File: config.mk
export PLATFORM = sky130hd
export DESIGN_NAME = multicycle_control
export DESIGN_NICKNAME = d
export VERILOG_FILES = /design/src/rtl/multicycle_control_pkg.sv /design/src/rtl/multicycle_control_alu_decoder.sv /design/src/rtl/multicycle_control.sv
export SDC_FILE = /design/constraint.sdc
export NUM_CORES = 1
export LEC_CHECK = 0
export CAP_MARGIN = 25
export CORE_MARGIN = 2
export CORE_UTILIZATION = 39
export CTS_BUF_LIST = sky130_fd_sc_hd__clkbuf_4 sky130_fd_sc_hd__clkbuf_8 sky130_fd_sc_hd__clkbuf_16
export DETAILED_ROUTE_END_ITERATION = 12
export PLACE_DENSITY_LB_ADDON = 0.25
export SYNTH_ARGS = -nofsm -noshare
export SYNTH_HDL_FRONTEND = slang
export SYNTH_SLANG_ARGS = --single-unit
File: constraint.sdc
create_clock -name clock -period 1.9 [get_ports clock]
set_clock_uncertainty 0.1 [all_clocks]
set_input_delay 0.475 -clock clock [delete_from_list [all_inputs] [get_ports clock]]
set_output_delay 0.475 -clock clock [all_outputs]
set_load 0.01 [all_outputs]
File: src/rtl/multicycle_control_pkg.sv
// Shared MIPS control definitions: FSM states, opcode/funct constants and ALU codes.
// The single-cycle controller imports this package as well.
package multicycle_control_pkg;

    typedef enum logic [3:0] {
        FETCH, DECODE, MEMADR, MEMREAD, MEMWB, MEMWRITE, EXECUTE,
        ALUWB, BRANCH, ADDIEX, ADDIWB, JUMP, JAL, JR
    } state_t;

    localparam logic [5:0] OP_RTYPE = 6'b000000;
    localparam logic [5:0] OP_LW    = 6'b100011;
    localparam logic [5:0] OP_SW    = 6'b101011;
    localparam logic [5:0] OP_BEQ   = 6'b000100;
    localparam logic [5:0] OP_ADDI  = 6'b001000;
    localparam logic [5:0] OP_J     = 6'b000010;
    localparam logic [5:0] OP_JAL   = 6'b000011;

    localparam logic [5:0] FN_ADD = 6'b100000;
    localparam logic [5:0] FN_SUB = 6'b100010;
    localparam logic [5:0] FN_AND = 6'b100100;
    localparam logic [5:0] FN_OR  = 6'b100101;
    localparam logic [5:0] FN_SLT = 6'b101010;
    localparam logic [5:0] FN_JR  = 6'b001000;

    localparam logic [4:0] ALU_AND = 5'b00000;
    localparam logic [4:0] ALU_OR  = 5'b00001;
    localparam logic [4:0] ALU_ADD = 5'b00010;
    localparam logic [4:0] ALU_SUB = 5'b00110;
    localparam logic [4:0] ALU_SLT = 5'b00111;

endpackage

File: src/rtl/multicycle_control_alu_decoder.sv
// R-type funct to ALU operation; legal=0 for any funct the datapath cannot execute.
module alu_decoder
    import multicycle_control_pkg::*;
(
    input  logic [5:0] funct,
    output logic [4:0] aluControl,
    output logic       legal
);

    always_comb begin
        aluControl = 5'b00000;
        legal      = 1'b1;
        case (funct)
            FN_ADD:  aluControl = ALU_ADD;
            FN_SUB:  aluControl = ALU_SUB;
            FN_AND:  aluControl = ALU_AND;
            FN_OR:   aluControl = ALU_OR;
            FN_SLT:  aluControl = ALU_SLT;
            default: legal      = 1'b0;
        endcase
    end

endmodule

File: src/rtl/multicycle_control.sv
// Multicycle MIPS control FSM: one state register, separate next-state and output decode.
// Outputs are combinational from state, memReady, zero and funct.
module multicycle_control
    import multicycle_control_pkg::*;
(
    input  logic       clock,
    input  logic       reset_n,
    input  logic [5:0] opcode,
    input  logic [5:0] funct,
    input  logic       zero,
    input  logic       memReady,
    output logic       pcEn,
    output logic       iorD,
    output logic       memWrite,
    output logic       irWrite,
    output logic       regWrite,
    output logic       aluSrcA,
    output logic       illegalOp,
    output logic [1:0] regDst,
    output logic [1:0] memToReg,
    output logic [1:0] aluSrcB,
    output logic [4:0] aluControl,
    output logic [1:0] pcSrc,
    output logic [3:0] state
);

    state_t     cur, nxt;
    logic [4:0] dec_alu;
    logic       dec_legal;
    logic       op_known;

    alu_decoder u_alu_decoder (
        .funct      (funct),
        .aluControl (dec_alu),
        .legal      (dec_legal)
    );

    assign op_known = opcode inside {OP_RTYPE, OP_LW, OP_SW, OP_BEQ, OP_ADDI, OP_J, OP_JAL};
    assign state    = cur;

    always_ff @(posedge clock or negedge reset_n) begin
        if (!reset_n) cur <= FETCH;
        else          cur <= nxt;
    end

    always_comb begin
        nxt = FETCH;
        case (cur)
            FETCH:    nxt = memReady ? DECODE : FETCH;
            DECODE: begin
                case (opcode)
                    OP_LW, OP_SW: nxt = MEMADR;
                    OP_RTYPE:     nxt = (funct == FN_JR) ? JR : EXECUTE;
                    OP_BEQ:       nxt = BRANCH;
                    OP_ADDI:      nxt = ADDIEX;
                    OP_J:         nxt = JUMP;
                    OP_JAL:       nxt = JAL;
                    default:      nxt = FETCH;
                endcase
            end
            MEMADR:   nxt = (opcode == OP_SW) ? MEMWRITE : (opcode == OP_LW) ? MEMREAD : FETCH;
            MEMREAD:  nxt = memReady ? MEMWB : MEMREAD;
            MEMWRITE: nxt = memReady ? FETCH : MEMWRITE;
            EXECUTE:  nxt = dec_legal ? ALUWB : FETCH;
            ADDIEX:   nxt = ADDIWB;
            default:  nxt = FETCH;
        endcase
    end

    always_comb begin
        pcEn       = 1'b0;
        iorD       = 1'b0;
        memWrite   = 1'b0;
        irWrite    = 1'b0;
        regWrite   = 1'b0;
        aluSrcA    = 1'b0;
        illegalOp  = 1'b0;
        regDst     = 2'b00;
        memToReg   = 2'b00;
        aluSrcB    = 2'b00;
        aluControl = 5'b00000;
        pcSrc      = 2'b00;
        case (cur)
            FETCH: begin
                aluSrcB    = 2'b01;
                aluControl = ALU_ADD;
                irWrite    = memReady;
                pcEn       = memReady;
            end
            DECODE: begin
                aluSrcB    = 2'b11;
                aluControl = ALU_ADD;
                illegalOp  = !op_known;
            end
            MEMADR, ADDIEX: begin
                aluSrcA    = 1'b1;
                aluSrcB    = 2'b10;
                aluControl = ALU_ADD;
            end
            MEMREAD:  iorD = 1'b1;
            MEMWB: begin
                regWrite = 1'b1;
                memToReg = 2'b01;
            end
            MEMWRITE: begin
                iorD     = 1'b1;
                memWrite = 1'b1;
            end
            EXECUTE: begin
                aluSrcA    = 1'b1;
                aluControl = dec_alu;
                illegalOp  = !dec_legal;
            end
            ALUWB: begin
                regWrite = 1'b1;
                regDst   = 2'b01;
            end
            BRANCH: begin
                aluSrcA    = 1'b1;
                aluControl = ALU_SUB;
                pcSrc      = 2'b01;
                pcEn       = zero;
            end
            ADDIWB:   regWrite = 1'b1;
            JUMP: begin
                pcSrc = 2'b10;
                pcEn  = 1'b1;
            end
            JAL: begin
                regWrite = 1'b1;
                regDst   = 2'b10;
                memToReg = 2'b10;
                pcSrc    = 2'b10;
                pcEn     = 1'b1;
            end
            JR: begin
                pcSrc = 2'b11;
                pcEn  = 1'b1;
            end
            default: ;
        endcase
        // FETCH decodes memReady, so enables must be forced off while reset is held
        if (!reset_n) begin
            pcEn     = 1'b0;
            irWrite  = 1'b0;
            regWrite = 1'b0;
            memWrite = 1'b0;
        end
    end

endmodule

==> results of run 1 <==
==> synth_stat cells, drive strengths merged, types with 4 or more instances <==
| cell | count | share of area, % |
|---|---|---|
| a21oi | 5 | 3.3 |
| and3 | 4 | 4.0 |
| nor2b | 4 | 3.3 |
| dfrtp | 4 | 13 |
| nor2 | 9 | 4.5 |
| nor3 | 9 | 5.9 |
| nand2b | 4 | 3.6 |
| nand2 | 9 | 4.5 |
| buf | 6 | 7.1 |
==> stage by stage <==
stage	setup slack [ns]	setup TNS [ns]	area, um^2	instances
3_5_place_dp	-0.833	-9.10	1440	205
2_1_floorplan	0.0323	0	761	107
4_1_cts	-0.129	-1.25	1660	223
3_3_place_gp	-0.770	-8.16	1440	205
==> cells by family after synthesis <==
family	share of synthesized area [%]
AND/OR/NAND/NOR	49.8
buffers and inverters	9.09
flip-flops	13.2
other	0.495
multiplexers	2.64
XOR/XNOR	1.16
AO/OA/AOI/OAI	23.6
==> timing repair <==
action,4_1_cts
endpoints found under the setup margin,22
hold buffers,0
resized for setup,143
cloned,1
setup buffers,14
pin swaps,15
==> impl_metrics.ini, run 1 <==
[synth]
postSynthAreaPerCell_um2 = 7.14
synth-edff-count = 0
synth_warnings = 0
postSynth.asyncResetShare_pct = 100
number_of_synthesized_register_bits = 4
yosysSeqAreaShare_pct = 13.2
synthDistinctLibCells = 46
mappedNetlistArea_um2 = 757
post_synth_inst_count = 106
synth_ff_type = dfrtp_1

[die]
die_height_um = 48.1
start_util_pct = 42.5
std_cell_rows = 15
top_level_ports = 40
die_w_um = 48.1

[run_status]
flow.stopped_at = global routing
status = did not finish
first-error = [ERROR DPL-0038] Utilization greater than 100%, impossible to legalize

[place]
post-dp-hpwl_um = 2210
finalWeightedCongestion = 0.847
port-buffer-count = 37

[sta]
crit_endpoint = aluControl[2]
worst-endpoint-pin-kind = top-level output

[clocking]
worst_case_clock_buffer_depth = 2
h_tree_levels = 1
cts_buffers = 3
root_buffer = clkbuf_4
cts_num_sinks = 4

[global_route]
pin_count_of_the_biggest_net_entering_global_routing = 26
==> run 2, diff against run 1 <==
Settings changed: CORE_AREA from default to 2 2 63 65, CORE_MARGIN 2 to default, CORE_UTILIZATION 39 to default, CTS_BUF_LIST sky130_fd_sc_hd__clkbuf_4 sky130_fd_sc_hd__clkbuf_8 sky130_fd_sc_hd__clkbuf_16 to default, DIE_AREA from default to 0 0 65 67, PLACE_DENSITY_LB_ADDON 0.25 to 0.15.
==> run 2 against run 1 <==
  * The flow now finishes, with violations (setup timing)
  * Area after synthesis unchanged
  * Synthesized cell count unchanged
==> impl_metrics.ini, run 2 <==
[power]
post-layout-total-power_mw = 0.634
power-per-cell-area_nw_per_um2 = 333
power.clock.fraction_pct = 27.8
vdd_ir_drop_max_v = 0.000152
p_leak_nw = 0.931
p_sw_share_pct = 32.3
p_comb_share_pct = 56.9
p_int_mw = 0.430
seqPwrFrac_pct = 15.3
switchingPower_mw = 0.205

[drt]
detail_route.drc_violations = 0
drt.antenna.violating_nets = 0
post_drt_via_cell_ratio = 4.92
drt-initial-drc-count = 50
routed_wl_um = 3480
routed_wire_length_per_instance_um = 13.8
via_count = 1239
detailedRoute.firstPassIterationCount = 4

[worst_setup_path]
critical_path_s_slowest_cell = dfrtp_2
critPathLaunch = state[1]$_DFF_PN0_
critical_path.cell_chain = nor4b_4, buf_4, o41ai_4, o22ai_2, buf_2
worst-path-buf-inv = 2
timing.critical_path.from_type = flip-flop
path_class = reg2out
end_kind = primary output
crit_path_end = illegalOp
critical-path-top-delay-family = flip-flops
cp_data_required_time_ns = 1.32
path_max_fanout = 4
r2r.worst_path.cells = 6
cp.depth = 5
cp.arrival_ns = 1.45
regToRegEndpoint = state[0]$_DFF_PN0_
r2r_start = state[1]$_DFF_PN0_
reg2reg_setup_slack_ns = 0.02
critical_path.max_stage_delay_ns = 0.47

[run]
drv_cap = 0

[global_route]
first_pass_grt_wire_length_um = 5170
pin_count_of_the_biggest_net_entering_global_routing = 26
grt_util_all_layers_pct = 14.8
grt_antenna_before_repair = 0
gr-total-overflow = 0
grt_pass1_vias = 1189

[finish]
final-instance-count-excl-fill = 252
flip_flop_count_of_the_largest_register_after_layout = 4
final_area_um2 = 1910
layout_commonest_cell = buf_4
finalCoreUtilization_pct = 52.8
syn2layout_area_growth_pct = 152
layout-drive-gt1-share_pct = 67.6
final_nets = 222
ant_diodes = 0
top_library_cells_by_usage_in_the_layout_fill_and_taps_aside = buf_4 (48), buf_2 (19), buf_6 (14), dlygate4sd2_1 (7)

[synth]
synth-edff-count = 0
synth_ff_type = dfrtp_1
postSynth.asyncResetShare_pct = 100
synthDistinctLibCells = 46
post_synth_inst_count = 106
post_synth_main_area_contributors = dfrtp_1 (13%), nor3_1 (6.0%), nand2_1 (4.5%)
mappedNetlistArea_um2 = 757
postSynthAreaPerCell_um2 = 7.14
yosysSeqAreaShare_pct = 13.2
synth_common_cells = nand2_1 (9), nor2_1 (9), nor3_1 (9)
number_of_synthesized_register_bits = 4
synth_top_cell_by_area = dfrtp_1
synth_warnings = 0
synthDominantCellAreaShare_pct = 13.2

[clocking]
cts_buffers = 3
cts_num_sinks = 4
h_tree_levels = 1
holdBufCountCts = 0
worst_case_clock_buffer_depth = 2
path_clk_slew_ns = 0.03
worst_skew_pair.late_latency_ns = 0.22
root_buffer = clkbuf_8
cts_tree = done

[die]
start_util_pct = 21.0
core_area_um2 = 3610
top_level_ports = 40
std_cell_rows = 22
die_height_um = 67
die_w_um = 65
die_area_um2 = 4360

[sta]
unrepaired_setup_endpoints_after_global_routing = yes
post-route-worst-setup-slack_ns = -0.127
period_needed_ns = 2.03
achievable-frequency_mhz = 493
count_of_pins_over_their_slew_limit = 0
whs_ns = 0.264
timing.final.crit_share_pct = 107
final-hold-violation-count = 0
finalSetupTns_ns = -0.706
report.final.setup_viol = 11

[place]
placedCellCount = 226
post-place-ws_ns = -0.823
post-dp-hpwl_um = 2150
post_dp_cell_area_um2 = 1450
port-buffer-count = 37
finalWeightedCongestion = 0.804

[worst_hold_path]
hold_path.class = in2async

[run_status]
violations = setup timing
status = finished, violations left
==> run 2: worst reg2reg max path, delay by kind of cell (launching register included) <==
family / cells / cell delay (ns)
and+or+nand+nor: 3 / 0.82
DFF: 1 / 0.47
buffers and inverters: 3 / 0.35
==> run 2: worst min-delay path by stage <==
| stage | from | to | depth (start not counted) |
|---|---|---|---|
| 5_1_grt | reset_n | state[3]$_DFF_PN0_ | 2 |
| 3_5_place_dp | state[2]$_DFF_PN0_ | state[3]$_DFF_PN0_ | 2 |
| 4_1_cts | reset_n | state[1]$_DFF_PN0_ | 2 |
| 3_3_place_gp | state[2]$_DFF_PN0_ | state[3]$_DFF_PN0_ | 2 |
| 6_report | reset_n | state[1]$_DFF_PN0_ | 2 |
| 2_1_floorplan | reset_n | state[0]$_DFF_PN0_ | 0 |
==> run 2: power groups by stage <==
| stage | logic [mW] | registers [mW] | clock network (mW) |
|---|---|---|---|
| 6_report | 0.361 | 0.0969 | 0.176 |
| 5_1_grt | 0.387 | 0.0974 | 0.189 |
| 4_1_cts | 0.306 | 0.0941 | 0.182 |
| 3_5_place_dp | 0.282 | 0.0949 | 0 |
| 3_3_place_gp | 0.279 | 0.0946 | 0 |
| 2_1_floorplan | 0.101 | 0.0979 | 0 |
==> run 2: routing by layer <==
metal  routed length [um]  vias to the layer above  track usage (%)
li1                     -                      603                -
met1                 1470                      593             17.8
met2                 1840                       41             26.5
met3                  159                        2             2.20
met4                   14                        0             5.32
met5                    0                        -                0
==> run 2: cell type report <==
class	instances	area [um^2]
Inverter	1	3.75
Tap cell	48	60.1
Timing Repair Buffer	103	865
Multi-Input combinational cell	93	832
Sequential cell	4	104
Clock buffer	3	41.3
Fill cell	363	1700
==> run 2: timing repair <==
item                       4_1_cts  5_1_grt
pin swaps                       13       17
setup endpoints to repair       22       19
gates resized for setup        124       55
buffers inserted                14        7
gates cloned                     0        3
==> run 2: kinds of logic (layout without fill, tap and decap cells) <==
kind of cell / after synthesis / after routing / share of synthesized area [%]
muxes: 2 / 2 / 2.64
xor gates and xnor gates: 1 / 1 / 1.16
and+or+nand+nor: 63 / 63 / 49.8
buffers and inverters: 10 / 107 / 9.09
AOI/OAI and AO/OA: 25 / 25 / 23.6
other: 1 / 2 / 0.495
DFF: 4 / 4 / 13.2
Power figures use the tool's default switching activity.
